$ cat src/rtl/seven_seg_pkg.sv
// Shared constants and types for the multiplexed seven-segment scan controller.
// Optional leading-zero suppression is selected with the SEVEN_SEG_LZS_EN macro.
package seven_seg_pkg;

    localparam int NUM_DIGITS = 4;

    // Segment order {a,b,c,d,e,f,g}, active high
    localparam logic [6:0] SEG_0   = 7'b1111110;
    localparam logic [6:0] SEG_1   = 7'b0110000;
    localparam logic [6:0] SEG_2   = 7'b1101101;
    localparam logic [6:0] SEG_3   = 7'b1111001;
    localparam logic [6:0] SEG_4   = 7'b0110011;
    localparam logic [6:0] SEG_5   = 7'b1011011;
    localparam logic [6:0] SEG_6   = 7'b1011111;
    localparam logic [6:0] SEG_7   = 7'b1110000;
    localparam logic [6:0] SEG_8   = 7'b1111111;
    localparam logic [6:0] SEG_9   = 7'b1111011;
    localparam logic [6:0] SEG_OFF = 7'b0000000;

    typedef enum logic {
        BLANK = 1'b0,
        SHOW  = 1'b1
    } state_t;

endpackage

$ cat src/rtl/seven_seg_decoder.sv
// BCD nibble to seven-segment pattern; non-decimal nibbles render as all-off.
module seven_seg_decoder
    import seven_seg_pkg::*;
(
    input  logic [3:0] bcd,
    output logic [6:0] seg
);

    // Pure lookup table
    always_comb begin
        seg = SEG_OFF;
        case (bcd)
            4'd0:    seg = SEG_0;
            4'd1:    seg = SEG_1;
            4'd2:    seg = SEG_2;
            4'd3:    seg = SEG_3;
            4'd4:    seg = SEG_4;
            4'd5:    seg = SEG_5;
            4'd6:    seg = SEG_6;
            4'd7:    seg = SEG_7;
            4'd8:    seg = SEG_8;
            4'd9:    seg = SEG_9;
            default: seg = SEG_OFF;
        endcase
    end

endmodule

$ cat src/rtl/seven_seg_scan_ctrl.sv
// Four-digit multiplexed seven-segment scanner with a valid/ready load port.
// Each digit slot is a blanking gap followed by the lit phase; new values are
// held in a shadow register and only committed at the frame boundary.
// Define SEVEN_SEG_LZS_EN to suppress leading zeros on digits 3..1.
module seven_seg_scan_ctrl
    import seven_seg_pkg::*;
#(
    parameter int SCAN_DIV     = 27000,
    parameter int BLANK_CYCLES = 16
)
(
    input  logic        clk,
    input  logic        rst_n,
    input  logic        load_valid,
    output logic        load_ready,
    input  logic [15:0] load_value,
    input  logic [3:0]  dp_in,
    output logic [6:0]  seg,
    output logic        dp,
    output logic [3:0]  digit_en
);

    localparam int CW = $clog2(SCAN_DIV);
    localparam logic [CW-1:0] BLANK_LAST = CW'(BLANK_CYCLES - 1);
    localparam logic [CW-1:0] SHOW_LAST  = CW'(SCAN_DIV - BLANK_CYCLES - 1);

    state_t                state, state_next;
    logic [CW-1:0]         cnt, cnt_next;
    logic [1:0]            idx, idx_next;
    logic                  boundary;
    logic                  pending, pending_next;
    logic [15:0]           disp, disp_next, shadow;
    logic [NUM_DIGITS-1:0] disp_dp, disp_dp_next, shadow_dp;
    logic                  xfer, commit;
    logic [3:0]            nibble;
    logic [6:0]            dec_seg;
    logic                  suppress, supp_q;

    assign load_ready = !pending;
    assign xfer       = load_valid && load_ready;
    assign commit     = boundary && pending;

    // Slot sequencing, frame-boundary commit and the next digit to be decoded
    always_comb begin
        state_next   = state;
        cnt_next     = cnt + CW'(1);
        idx_next     = idx;
        boundary     = 1'b0;
        case (state)
            BLANK: begin
                if (cnt == BLANK_LAST) begin
                    state_next = SHOW;
                    cnt_next   = '0;
                end
            end
            SHOW: begin
                if (cnt == SHOW_LAST) begin
                    state_next = BLANK;
                    cnt_next   = '0;
                    idx_next   = idx + 2'd1;
                    boundary   = (idx == 2'd3);
                end
            end
            default: begin
                state_next = BLANK;
                cnt_next   = '0;
            end
        endcase

        disp_next    = commit ? shadow    : disp;
        disp_dp_next = commit ? shadow_dp : disp_dp;

        pending_next = pending;
        if (commit)
            pending_next = 1'b0;
        else if (xfer)
            pending_next = 1'b1;

        nibble = disp_next[4*idx_next +: 4];

`ifdef SEVEN_SEG_LZS_EN
        case (idx_next)
            2'd3:    suppress = (disp_next[15:12] == 4'd0);
            2'd2:    suppress = (disp_next[15:8]  == 8'd0);
            2'd1:    suppress = (disp_next[15:4]  == 12'd0);
            default: suppress = 1'b0;
        endcase
`else
        suppress = 1'b0;
`endif
    end

    seven_seg_decoder u_dec (
        .bcd (nibble),
        .seg (dec_seg)
    );

    // FSM state, slot counter and digit index
    always_ff @(posedge clk) begin
        if (!rst_n) begin
            state <= BLANK;
            cnt   <= '0;
            idx   <= 2'd0;
        end else begin
            state <= state_next;
            cnt   <= cnt_next;
            idx   <= idx_next;
        end
    end

    // Load handshake: shadow capture and display commit
    always_ff @(posedge clk) begin
        if (!rst_n) begin
            pending   <= 1'b0;
            shadow    <= '0;
            shadow_dp <= '0;
            disp      <= '0;
            disp_dp   <= '0;
        end else begin
            pending <= pending_next;
            disp    <= disp_next;
            disp_dp <= disp_dp_next;
            if (xfer) begin
                shadow    <= load_value;
                shadow_dp <= dp_in;
            end
        end
    end

    // Segment outputs are (re)loaded on every edge into BLANK so the pattern is
    // settled before the digit is enabled; the first slot after reset has no
    // SHOW->BLANK edge, so loading on BLANK->BLANK edges covers it too.
    always_ff @(posedge clk) begin
        if (!rst_n) begin
            seg    <= SEG_OFF;
            dp     <= 1'b0;
            supp_q <= 1'b0;
        end else if (state_next == BLANK) begin
            seg    <= suppress ? SEG_OFF : dec_seg;
            dp     <= suppress ? 1'b0 : disp_dp_next[idx_next];
            supp_q <= suppress;
        end
    end

    // One-hot digit drive during the lit phase only
    always_comb begin
        digit_en = '0;
        if (state == SHOW && !supp_q)
            digit_en = 4'b0001 << idx;
    end

endmodule

$ cat config.mk
export PLATFORM = sky130hd
export DESIGN_NAME = seven_seg_scan_ctrl
export DESIGN_NICKNAME = d
export VERILOG_FILES = /design/src/rtl/seven_seg_pkg.sv /design/src/rtl/seven_seg_decoder.sv /design/src/rtl/seven_seg_scan_ctrl.sv
export SDC_FILE = /design/constraint.sdc
export NUM_CORES = 1
export LEC_CHECK = 0
export ABC_AREA = 0
export ABC_CLOCK_PERIOD_IN_PS = 4300
export CAP_MARGIN = 20
export CORE_MARGIN = 5
export CORE_UTILIZATION = 60
export DETAILED_ROUTE_END_ITERATION = 10
export PLACE_DENSITY = 0.84
export SLEW_MARGIN = 20
export SYNTH_ARGS = -nofsm -noshare
export SYNTH_HDL_FRONTEND = slang
export SYNTH_SLANG_ARGS = --single-unit
$ cat constraint.sdc
create_clock -name clk -period 4.3 [get_ports clk]
set_input_delay 0.86 -clock clk [delete_from_list [all_inputs] [get_ports clk]]
set_output_delay 0.86 -clock clk [all_outputs]
set_load 0.005 [all_outputs]
==> flow_summary.toml <==
[outcome]
status = "complete, no violations"

[sta]
finClkSkew_ns = 0.0119
period_share_pct = 80.9
slew_headroom_pct = 50.2
maxSlewViolCount = 0
setup_ws_ns = 0.823
worst_slew_pin_slew_ns = 0.746
rsz0062_at_grt = "no"
hold_viol = 0
setup_violations = 0
fin_crit_ns = 3.48
tns_ns = 0
fmax_mhz = 288

[floorplanning]
core_um2 = 5540
io_pins = 36
core.rowCount = 27
initial_utilization_pct = 61.8
die_area_um2 = 7320
dieWidth_um = 85.6
die_h_um = 85.6

[logic_synthesis]
synth_xor_area_share_pct = 3.58
synth_compound_area_share_pct = 17.1
yosysSeqAreaShare_pct = 39.2
synth_edf_count = 0
ys.flop_type = "dfxtp_1"
synth_top_area_share_pct = 39.2
async_flop_share_pct = 0
synth_area_leaders = "dfxtp_1, nand2_1, a21oi_1"
ys_types = 55
ys_warn_count = 0
synthAdderAreaFrac_pct = 4.02
synth_top_family_by_area = "simple AND/OR/NAND/NOR gates"
synth_cells = 416
syn_nets = 450
synth_common_cells = "nand2_1, dfxtp_1, a21oi_1, nor2_1, clkbuf_1"
synth.ff_latch_count = 67
synth_area_um2 = 3420
avgSynthCellArea_um2 = 8.23
synth-simple-area-share_pct = 25.4
muxShareOfSynthArea_pct = 6.07
yosys.area.top_type = "dfxtp_1"
yosysMostFrequentCell = "nand2_1"

[global_route]
grt_pass1_vias = 2838
antenna_found_initial = 0
grt_overflow = 0
grt_first_pass_wirelength_um = 13500
grt_max_degree = 46
grt_use_total_pct = 22.7

[clocking]
cts_setup_buffers = 0
clkTransAtPathRegs_ns = 0.08
cts_tree = "yes"
root_buffer = "clkbuf_8"
cts_hold_buffers = 0
cts_made_buffers = 9
cts-resized-gates = 0
cts_max_level = 3
insertion_delay_ns = 0.36
clockBufferDepth = 2
clock-sinks = 67

[setup_path]
startpoint_type = "flip-flop"
r2r-start = "cnt[0]"
required_ns = 4.51
cp_max_fo = 20
r2r_slack_ns = 0.82
reg2reg_depth = 13
critical_path_class = "flip-flop to flip-flop"
r2r-end = "seg[6]"
crit_arrival_ns = 3.68
cp-end-kind = "flip-flop"

[detailed_routing]
viasPerCell = 5.93
drtIter0Drc = 257
wl_per_cell_um = 15.4
wl_um = 8010
first_pass_iters = 5
postRouteAntennaNets = 0
drc = 0
vias = 3087

[placement]
post-place-ws_ns = 0.898
globalplace.congestion = 0.854
io_buffers = 35
place_hpwl_um = 5620
dp_cells = 505

[layout]
area_growth_pct = 18.0
seq_area_um2 = 1340
multi_input_area_um2 = 1920
drive_gt1_share_pct = 10.9
stdcell_count = 521
final_nets = 478
num-fill-cells = 440
num_antenna_cells = 0

[pwr]
pwr-share-seq_pct = 47.2
leakage_nw = 1.48
pwr_density_cell_nw_per_um2 = 341
swShare_pct = 22.6
pwr-share-clk_pct = 47.4
vdd_drop_max_mv = 0.265
power_frac_comb_pct = 5.3
intPower_mw = 1.07
netSwitchingPower_mw = 0.312

[worst_hold_path]
holdPathStages = 1
hp-start = "cnt[0]"
worstHoldPathType = "flip-flop to flip-flop"
min_to = "cnt[0]"

[flow_run]
maxCapViolations = 0
cells in the final DEF (no fill, tap or decap), drive strengths merged, types with 5 or more instances in the layout:
| master | instances |
|---|---|
| a21oi | 45 |
| and2 | 6 |
| and3 | 5 |
| buf | 5 |
| clkbuf | 9 |
| clkdlybuf4s50 | 35 |
| dfxtp | 67 |
| ha | 11 |
| inv | 16 |
| mux2i | 14 |
| nand2 | 96 |
| nand3 | 13 |
| nand4 | 7 |
| nor2 | 27 |
| nor3 | 11 |
| o21ai | 7 |
| o22ai | 5 |
| xnor2 | 7 |
| xor2 | 7 |
flip-flops by register name, indices dropped and copies added, names as in the netlist:
name and cells:
shadow_dp 4, idx 2, state 1, shadow 16, cnt 15, seg 7, dp 1, disp_dp 4
disp 16, pending 1
per-layer routing:
metal  track usage, %  up-vias  wire [um]
li1                 -     1499          -
met1             29.8     1463       3570
met2             36.0      108       3790
met3             4.61       17        471
met4             9.78        0        176
met5                0        -          0
cells by family after synthesis:
group                    Yosys count
adder cells (fa/ha/maj)           11
XOR/XNOR                          14
AND/OR/NAND/NOR                  178
multiplexers                      19
AO/OA/AOI/OAI                     90
buffers and inverters             37
flip-flops                        67
power by group through the flow:
stage	Clock [mW]	Combinational (mW)	Sequential, mW
after global routing	0.689	0.0819	0.653
final	0.654	0.0737	0.651
after CTS	0.659	0.0745	0.650
after detailed placement	0	0.0743	0.665
after global placement	0	0.0722	0.664
after floorplan	0	0.0397	0.661
per-stage QoR:
stage	instance area, um^2	hold WS (ns)	total power [mW]	utilization (%)
3_5_place_dp	3790	0.439	0.739	68.5
4_1_cts	4040	0.450	1.38	72.9
2_1_floorplan	3420	0.413	0.700	-
6_report	4040	0.445	1.38	72.9
5_1_grt	4040	0.471	1.42	72.9
3_3_place_gp	3790	0.424	0.736	68.5
how the worst max path moves through the flow:
stage / startpoint / cells past startpoint / to
finish: cnt[0] / 13 / seg[6]
global placement: cnt[0] / 13 / seg[3]
detailed placement: cnt[0] / 13 / seg[6]
global route: cnt[0] / 13 / seg[6]
CTS: cnt[0] / 13 / seg[3]
floorplan: cnt[4] / 12 / seg[3]
critical path, cell delays in order (launching register included):
cell and delay [ns]:
dfxtp_1 0.35, ha_1 0.25, nand4b_4 0.16, nor3_1 0.47, nand4_1 0.30, buf_4 0.32
o22ai_1 0.19, a211oi_1 0.08, a22oi_2 0.38, ha_1 0.22, inv_1 0.05, o31ai_1 0.31
a211o_2 0.15, o221ai_1 0.09
final cells by class:
cell class / count / share of cell area, %
Tap cell: 72 / 2.23
Inverter: 14 / 1.30
Sequential cell: 67 / 33.2
Multi-Input combinational cell: 312 / 47.6
Clock inverter: 7 / 3.07
Timing Repair Buffer: 40 / 9.60
Clock buffer: 9 / 3.07
Power figures use the tool's default switching activity.
